===== config.mk =====
export PLATFORM = sky130hd
export DESIGN_NAME = tlb_refill
export DESIGN_NICKNAME = d
export VERILOG_FILES = /design/src/rtl/tlb_refill.sv
export SDC_FILE = /design/constraint.sdc
export NUM_CORES = 1
export LEC_CHECK = 0
export CORE_MARGIN = 2
export CORE_UTILIZATION = 44
export CTS_CLUSTER_DIAMETER = 100
export DETAILED_ROUTE_END_ITERATION = 10
export PLACE_DENSITY = 0.76
export SKIP_CTS_REPAIR_TIMING = 1
export SLEW_MARGIN = 15
export SYNTH_ARGS = -nofsm -noshare
export SYNTH_HDL_FRONTEND = slang
export SYNTH_SLANG_ARGS = --single-unit
export TNS_END_PERCENT = 50

===== constraint.sdc =====
create_clock -name clk -period 1.6 [get_ports clk]
set_input_delay 0.24 -clock clk [delete_from_list [all_inputs] [get_ports clk]]
set_output_delay 0.24 -clock clk [all_outputs]
set_load 0.02 [all_outputs]

===== src/rtl/tlb_refill.sv =====
// rtl/tlb_refill.sv - 8-entry TLB tag/valid array with miss-refill FSM and tree pseudo-LRU
module tlb_refill #(
  parameter int NWAYS = 8,
  parameter int TAG_W = 34
) (
  input  logic              clk,
  input  logic              reset_n,
  input  logic              io_req_valid,
  output logic              io_req_ready,
  input  logic [26:0]       io_req_bits_vpn,
  input  logic [6:0]        io_ptw_ptbr_asid,
  input  logic              tlb_miss,
  input  logic [7:0]        hits,
  output logic              io_ptw_req_valid,
  input  logic              io_ptw_req_ready,
  output logic [26:0]       io_ptw_req_bits_addr,
  input  logic              io_ptw_resp_valid,
  input  logic              io_ptw_resp_bits_error,
  input  logic              io_ptw_invalidate,
  output logic [TAG_W-1:0]  tags_0,
  output logic [TAG_W-1:0]  tags_1,
  output logic [TAG_W-1:0]  tags_2,
  output logic [TAG_W-1:0]  tags_3,
  output logic [TAG_W-1:0]  tags_4,
  output logic [TAG_W-1:0]  tags_5,
  output logic [TAG_W-1:0]  tags_6,
  output logic [TAG_W-1:0]  tags_7,
  output logic [7:0]        valid,
  output logic              refill_we,
  output logic [2:0]        refill_waddr
);

  typedef enum logic [1:0] {
    S_READY    = 2'd0,
    S_REQUEST  = 2'd1,
    S_WAIT     = 2'd2,
    S_WAIT_INV = 2'd3
  } state_e;

  state_e             state_q, state_d;
  logic [TAG_W-1:0]   tags_q [NWAYS];
  logic [7:0]         valid_q, valid_d;
  logic [6:0]         plru_q, plru_d;
  logic [TAG_W-1:0]   r_tag_q, r_tag_d;
  logic [2:0]         r_way_q, r_way_d;
  logic [2:0]         victim;
  logic [2:0]         hit_way;
  logic               do_write;

  // Point every node on way w's path away from w (node 0 root, 1..2 level 1, 3..6 level 2).
  function automatic logic [6:0] plru_touch(input logic [6:0] p, input logic [2:0] w);
    logic [6:0] n;
    logic [2:0] i1;
    logic [2:0] i2;
    n     = p;
    i1    = {2'b00, w[2]} + 3'd1;
    i2    = {1'b0, w[2], w[1]} + 3'd3;
    n[0]  = ~w[2];
    n[i1] = ~w[1];
    n[i2] = ~w[0];
    return n;
  endfunction

  // Victim: lowest invalid way, else follow the PLRU tree from the root.
  always_comb begin
    logic       b0, b1, b2;
    logic [2:0] i2;
    b0 = plru_q[0];
    b1 = b0 ? plru_q[2] : plru_q[1];
    i2 = {1'b0, b0, b1} + 3'd3;
    b2 = plru_q[i2];
    victim = {b0, b1, b2};
    for (int i = NWAYS - 1; i >= 0; i--) begin
      if (!valid_q[i]) victim = 3'(i);
    end
  end

  // Lowest-indexed hit way drives the PLRU update on a hit.
  always_comb begin
    hit_way = 3'd0;
    for (int i = NWAYS - 1; i >= 0; i--) begin
      if (hits[i]) hit_way = 3'(i);
    end
  end

  // Next-state and refill control; invalidate always beats a returning translation.
  always_comb begin
    state_d   = state_q;
    r_tag_d   = r_tag_q;
    r_way_d   = r_way_q;
    plru_d    = plru_q;
    do_write  = 1'b0;
    case (state_q)
      S_READY: begin
        if (io_req_valid && tlb_miss) begin
          r_tag_d = {io_ptw_ptbr_asid, io_req_bits_vpn};
          r_way_d = victim;
          state_d = S_REQUEST;
        end else if (io_req_valid && (|hits)) begin
          plru_d = plru_touch(plru_q, hit_way);
        end
      end
      S_REQUEST: begin
        if (io_ptw_req_ready) begin
          state_d = io_ptw_invalidate ? S_WAIT_INV : S_WAIT;
        end else if (io_ptw_invalidate) begin
          state_d = S_READY;
        end
      end
      S_WAIT: begin
        if (io_ptw_resp_valid) begin
          state_d = S_READY;
          if (!io_ptw_resp_bits_error && !io_ptw_invalidate) begin
            do_write = 1'b1;
            plru_d   = plru_touch(plru_q, r_way_q);
          end
        end else if (io_ptw_invalidate) begin
          state_d = S_WAIT_INV;
        end
      end
      S_WAIT_INV: begin
        if (io_ptw_resp_valid) state_d = S_READY;
      end
      default: state_d = S_READY;
    endcase
  end

  // Valid bits: refill sets the victim's bit, a flush clears everything.
  always_comb begin
    valid_d = valid_q;
    if (do_write) valid_d[r_way_q] = 1'b1;
    if (io_ptw_invalidate) valid_d = '0;
  end

  // State, capture registers, PLRU and tag array.
  always_ff @(posedge clk or negedge reset_n) begin
    if (!reset_n) begin
      state_q <= S_READY;
      valid_q <= '0;
      plru_q  <= 7'h0;
      r_tag_q <= '0;
      r_way_q <= 3'd0;
      for (int i = 0; i < NWAYS; i++) tags_q[i] <= '0;
    end else begin
      state_q <= state_d;
      valid_q <= valid_d;
      plru_q  <= plru_d;
      r_tag_q <= r_tag_d;
      r_way_q <= r_way_d;
      if (do_write) tags_q[r_way_q] <= r_tag_q;
    end
  end

  assign io_req_ready         = (state_q == S_READY);
  assign io_ptw_req_valid     = (state_q == S_REQUEST);
  assign io_ptw_req_bits_addr = r_tag_q[26:0];
  assign refill_we            = do_write;
  assign refill_waddr         = r_way_q;
  assign valid                = valid_q;
  assign tags_0 = tags_q[0];
  assign tags_1 = tags_q[1];
  assign tags_2 = tags_q[2];
  assign tags_3 = tags_q[3];
  assign tags_4 = tags_q[4];
  assign tags_5 = tags_q[5];
  assign tags_6 = tags_q[6];
  assign tags_7 = tags_q[7];

endmodule


==> out/summary.log <==
INFO  status         outcome=complete, but fails checks
INFO  status         violations=setup timing
INFO  floorplan      ioPinCount=363
INFO  clocking       clk_root_buffer_cell=clkbuf_16
INFO  logic_synthesis post-synth-top-area-cell=dfrtp_1
INFO  timing         clock_tree_skew_after_final_layout=13.73ps
INFO  clocking       cts_tree=built
INFO  routing        detailroute.via_count=9284
INFO  logic_synthesis most_frequently_used_flop_master_after_synthesis=dfrtp_1
INFO  global_route   grt_pass1_wl=60430um
INFO  logic_synthesis cell_with_the_most_instances_after_synthesis=dfrtp_1
INFO  placed_design  place_area=18940um^2
INFO  final_layout   final_area=20530um^2
INFO  floorplan      initial_core_util=0.4456
INFO  timing         final_critical_delay_including_setup_and_external_delays=1919ps
INFO  final_layout   finalNonFillerCells=1806
INFO  logic_synthesis syn-mean-instance-area=15.36um^2
INFO  logic_synthesis leading_cell_types_by_total_area_after_synthesis=dfrtp_1, mux2_4, mux2_2
INFO  routing        detailedRoute.firstPassIterationCount=4
INFO  clocking       cts_buffers=36
INFO  global_route   grt_start_max_net_pins=52
INFO  power          switching_power=9.163mW
INFO  power          seqPwrFrac=0.384
INFO  logic_synthesis syn-cell-area=14020um^2
INFO  logic_synthesis post_synth_inst_count=913
INFO  logic_synthesis synth-seq-cells=326
INFO  power          cellLeakagePower=10.82nW
INFO  setup_path     r2r-start=state_q[1]
INFO  power          combinationalPowerShare=0.341
INFO  power          power_switching_share=0.3274
INFO  placed_design  final_wtd_congestion=0.8402
INFO  timing         fmax_achieved=521.1MHz
INFO  logic_synthesis syn-num-nets=976
INFO  global_route   grt_util_all_layers=0.2360
INFO  timing         max-slew-margin-rel=0.6608
INFO  floorplan      die_area=33320um^2
INFO  routing        drc=0
INFO  setup_path     reg2reg_setup_slack=-320ps
INFO  final_layout   nets=1442
INFO  timing         worst_pin_slew=508.7ps
INFO  setup_path     worstSetupPathType=flop to flop
INFO  timing         setup_ws=-319.0ps
INFO  global_route   gr-total-overflow=0
INFO  routing        wl=40110um
INFO  floorplan      placement_rows=65
INFO  logic_synthesis ys.warnings.count=0
INFO  floorplan      width_of_the_die=182.5um
INFO  placed_design  hpwl=27310um
INFO  logic_synthesis post_synth_num_cell_types=46
INFO  logic_synthesis synth-async-reset-ratio=1.000
INFO  placed_design  dpl.cell_count=1727
INFO  run            max_cap_violations=0
INFO  final_layout   post_route_cells_drive_above_1_share=0.3654
INFO  floorplan      design.core.area=31470um^2
INFO  setup_path     crit_path_max_fanout=19
INFO  final_layout   area_growth=46.41%
INFO  power          ir_drop=0.001077V
INFO  clocking       worst_setup_hold_path_clk_slew=60ps
INFO  timing         hold_viol=0
INFO  power          cell_internal_pwr=18.82mW
INFO  setup_path     worst_setup_path_start_kind=flop
INFO  timing         final_report_max_slew_violation_count=0
INFO  power          power.share.clock=0.275
INFO  setup_path     worst_ep_arrival_time=2300ps
INFO  global_route   first_global_vias=9753
INFO  routing        drt-wirelength-per-cell=22.21um
INFO  global_route   antenna_found_initial=0
INFO  setup_path     r2r_cells=7
INFO  logic_synthesis ys_top_cells_by_count=dfrtp_1, mux2_4, nand2_1
INFO  clocking       clock-sinks=326
INFO  routing        detail-route-antenna-nets=0
INFO  placed_design  place.port_buffers=362
INFO  setup_path     required=1980ps
INFO  routing        via_per_inst=5.141
INFO  clocking       worstSkewPairLatency=510ps
INFO  timing         setup-violations-final=604
INFO  timing         grt_setup_unrepaired=yes
INFO  final_layout   n_antenna_cell=0
INFO  final_layout   count_of_fill_cells_added_during_filler_insertion=2225
INFO  logic_synthesis yosysSeqAreaShare=0.5817
INFO  logic_synthesis post-synth-top-area-fraction=0.5817
INFO  timing         min_period_over_period=1.199
INFO  routing        detail_route.iter0.violations=520
INFO  logic_synthesis synth-edff-count=0
INFO  setup_path     setup.worst_path.end_class=flop
INFO  power          power-per-cell-area=1363nW/um^2
INFO  floorplan      die_h=182.5um
INFO  hold_path      hold_removal_path_class=input port to async pin
INFO  setup_path     critical_path.reg2reg.endpoint=tags_0[22]
INFO  clocking       clock_path_buffers=3
INFO  clocking       htreeDepth=2
[layer usage]
metal,routed length [um],global-route usage,vias to the layer above
li1,-,-,4066
met1,16410,0.3093,4763
met2,19140,0.3816,372
met3,3250,0.06386,83
met4,1301,0.07774,0
met5,0,0,-
[cell type report]
cell class	count	area [um^2]	share of cell area
inverter	17	66.31	0.003230
tap	402	503.0	0.02450
multi-input combinational	505	5525	0.2691
clock inverter	11	85.08	0.004144
timing repair buffer	493	5181	0.2523
clock buffer	52	1011	0.04924
sequential	326	8160	0.3974
[through the flow]
stage	utilization	hold WS, ps	TNS (ps)	power [mW]	setup slack (ps)
global placement	0.6017	215.0	-151180	19.55	-1016
finish	0.6524	261.4	-108710	27.98	-319.0
detailed placement	0.6017	215.9	-160980	19.79	-1069
CTS	0.6365	-330.0	-105130	27.59	-672.2
floorplan	-	-55.59	-75710	15.24	-469.9
global route	0.6524	249.1	-144160	29.19	-387.1
[registers in the layout, indices dropped and copies added (netlist names)]
signal,count
tags_3,34
plru_q,7
tags_1,34
r_tag_q,34
tags_5,34
tags_7,34
tags_4,34
state_q,2
tags_0,34
refill_waddr,3
tags_6,34
valid,8
tags_2,34
[worst max-delay path by stage]
stage                    start         end  slack [ps]
finish              state_q[1]  tags_0[22]        -320
global route        state_q[1]  tags_4[20]        -390
CTS                 state_q[0]   refill_we        -670
detailed placement     hits[6]   plru_q[1]       -1070
global placement       hits[6]   plru_q[1]       -1020
floorplan              hits[4]   plru_q[1]        -470
[critical path, stage by stage, from the launching register on]
cell     delay (ps)
dfrtp_1         390
nand2_2          90
nor4_4          310
nor2b_2         210
buf_6           180
nand2_4          90
buf_12          190
mux2_4          320
[power groups by stage]
stage	registers, mW	logic [mW]	clock network [mW]
floorplan	12.1	3.16	0
global placement	10.8	8.77	0
CTS	10.7	8.99	7.87
global route	10.9	10.1	8.22
finish	10.7	9.55	7.70
detailed placement	10.8	8.95	0
[kinds of logic (layout without fill, tap and decap cells)]
logic type	Yosys count	after routing	share of synthesized area
adder cells (fa/ha/maj)	13	13	0.01160
flip-flops	326	326	0.5817
multiplexers	281	281	0.2872
AO/OA/AOI/OAI	54	54	0.02436
AND/OR/NAND/NOR	157	157	0.05238
buffers and inverters	82	573	0.04274
[placed cells by master, fill, tap and decap left out, types with 3 or more instances in the layout]
master,netlist,layout
clkbuf_16,0,39
clkbuf_8,0,5
buf_4,29,85
clkbuf_1,9,11
mux2i_1,6,5
nand2_8,0,5
mux2_4,232,235
a21oi_1,17,15
mux2_2,43,40
o21ai_1,0,3
nand2_1,111,110
nor2_1,12,8
clkinv_2,0,7
inv_1,17,13
dlymetal6s2s_1,0,33
ha_4,0,3
ha_1,13,8
o21ai_0,13,9
buf_6,24,15
clkdlybuf4s50_1,0,319
buf_12,0,31
o31ai_1,7,6
clkbuf_2,0,4
nand3_1,5,4
inv_2,0,3
dfrtp_1,326,324
nand2_4,8,3
a32oi_1,4,3
No activity file was read; power rests on OpenSTA's default activity.
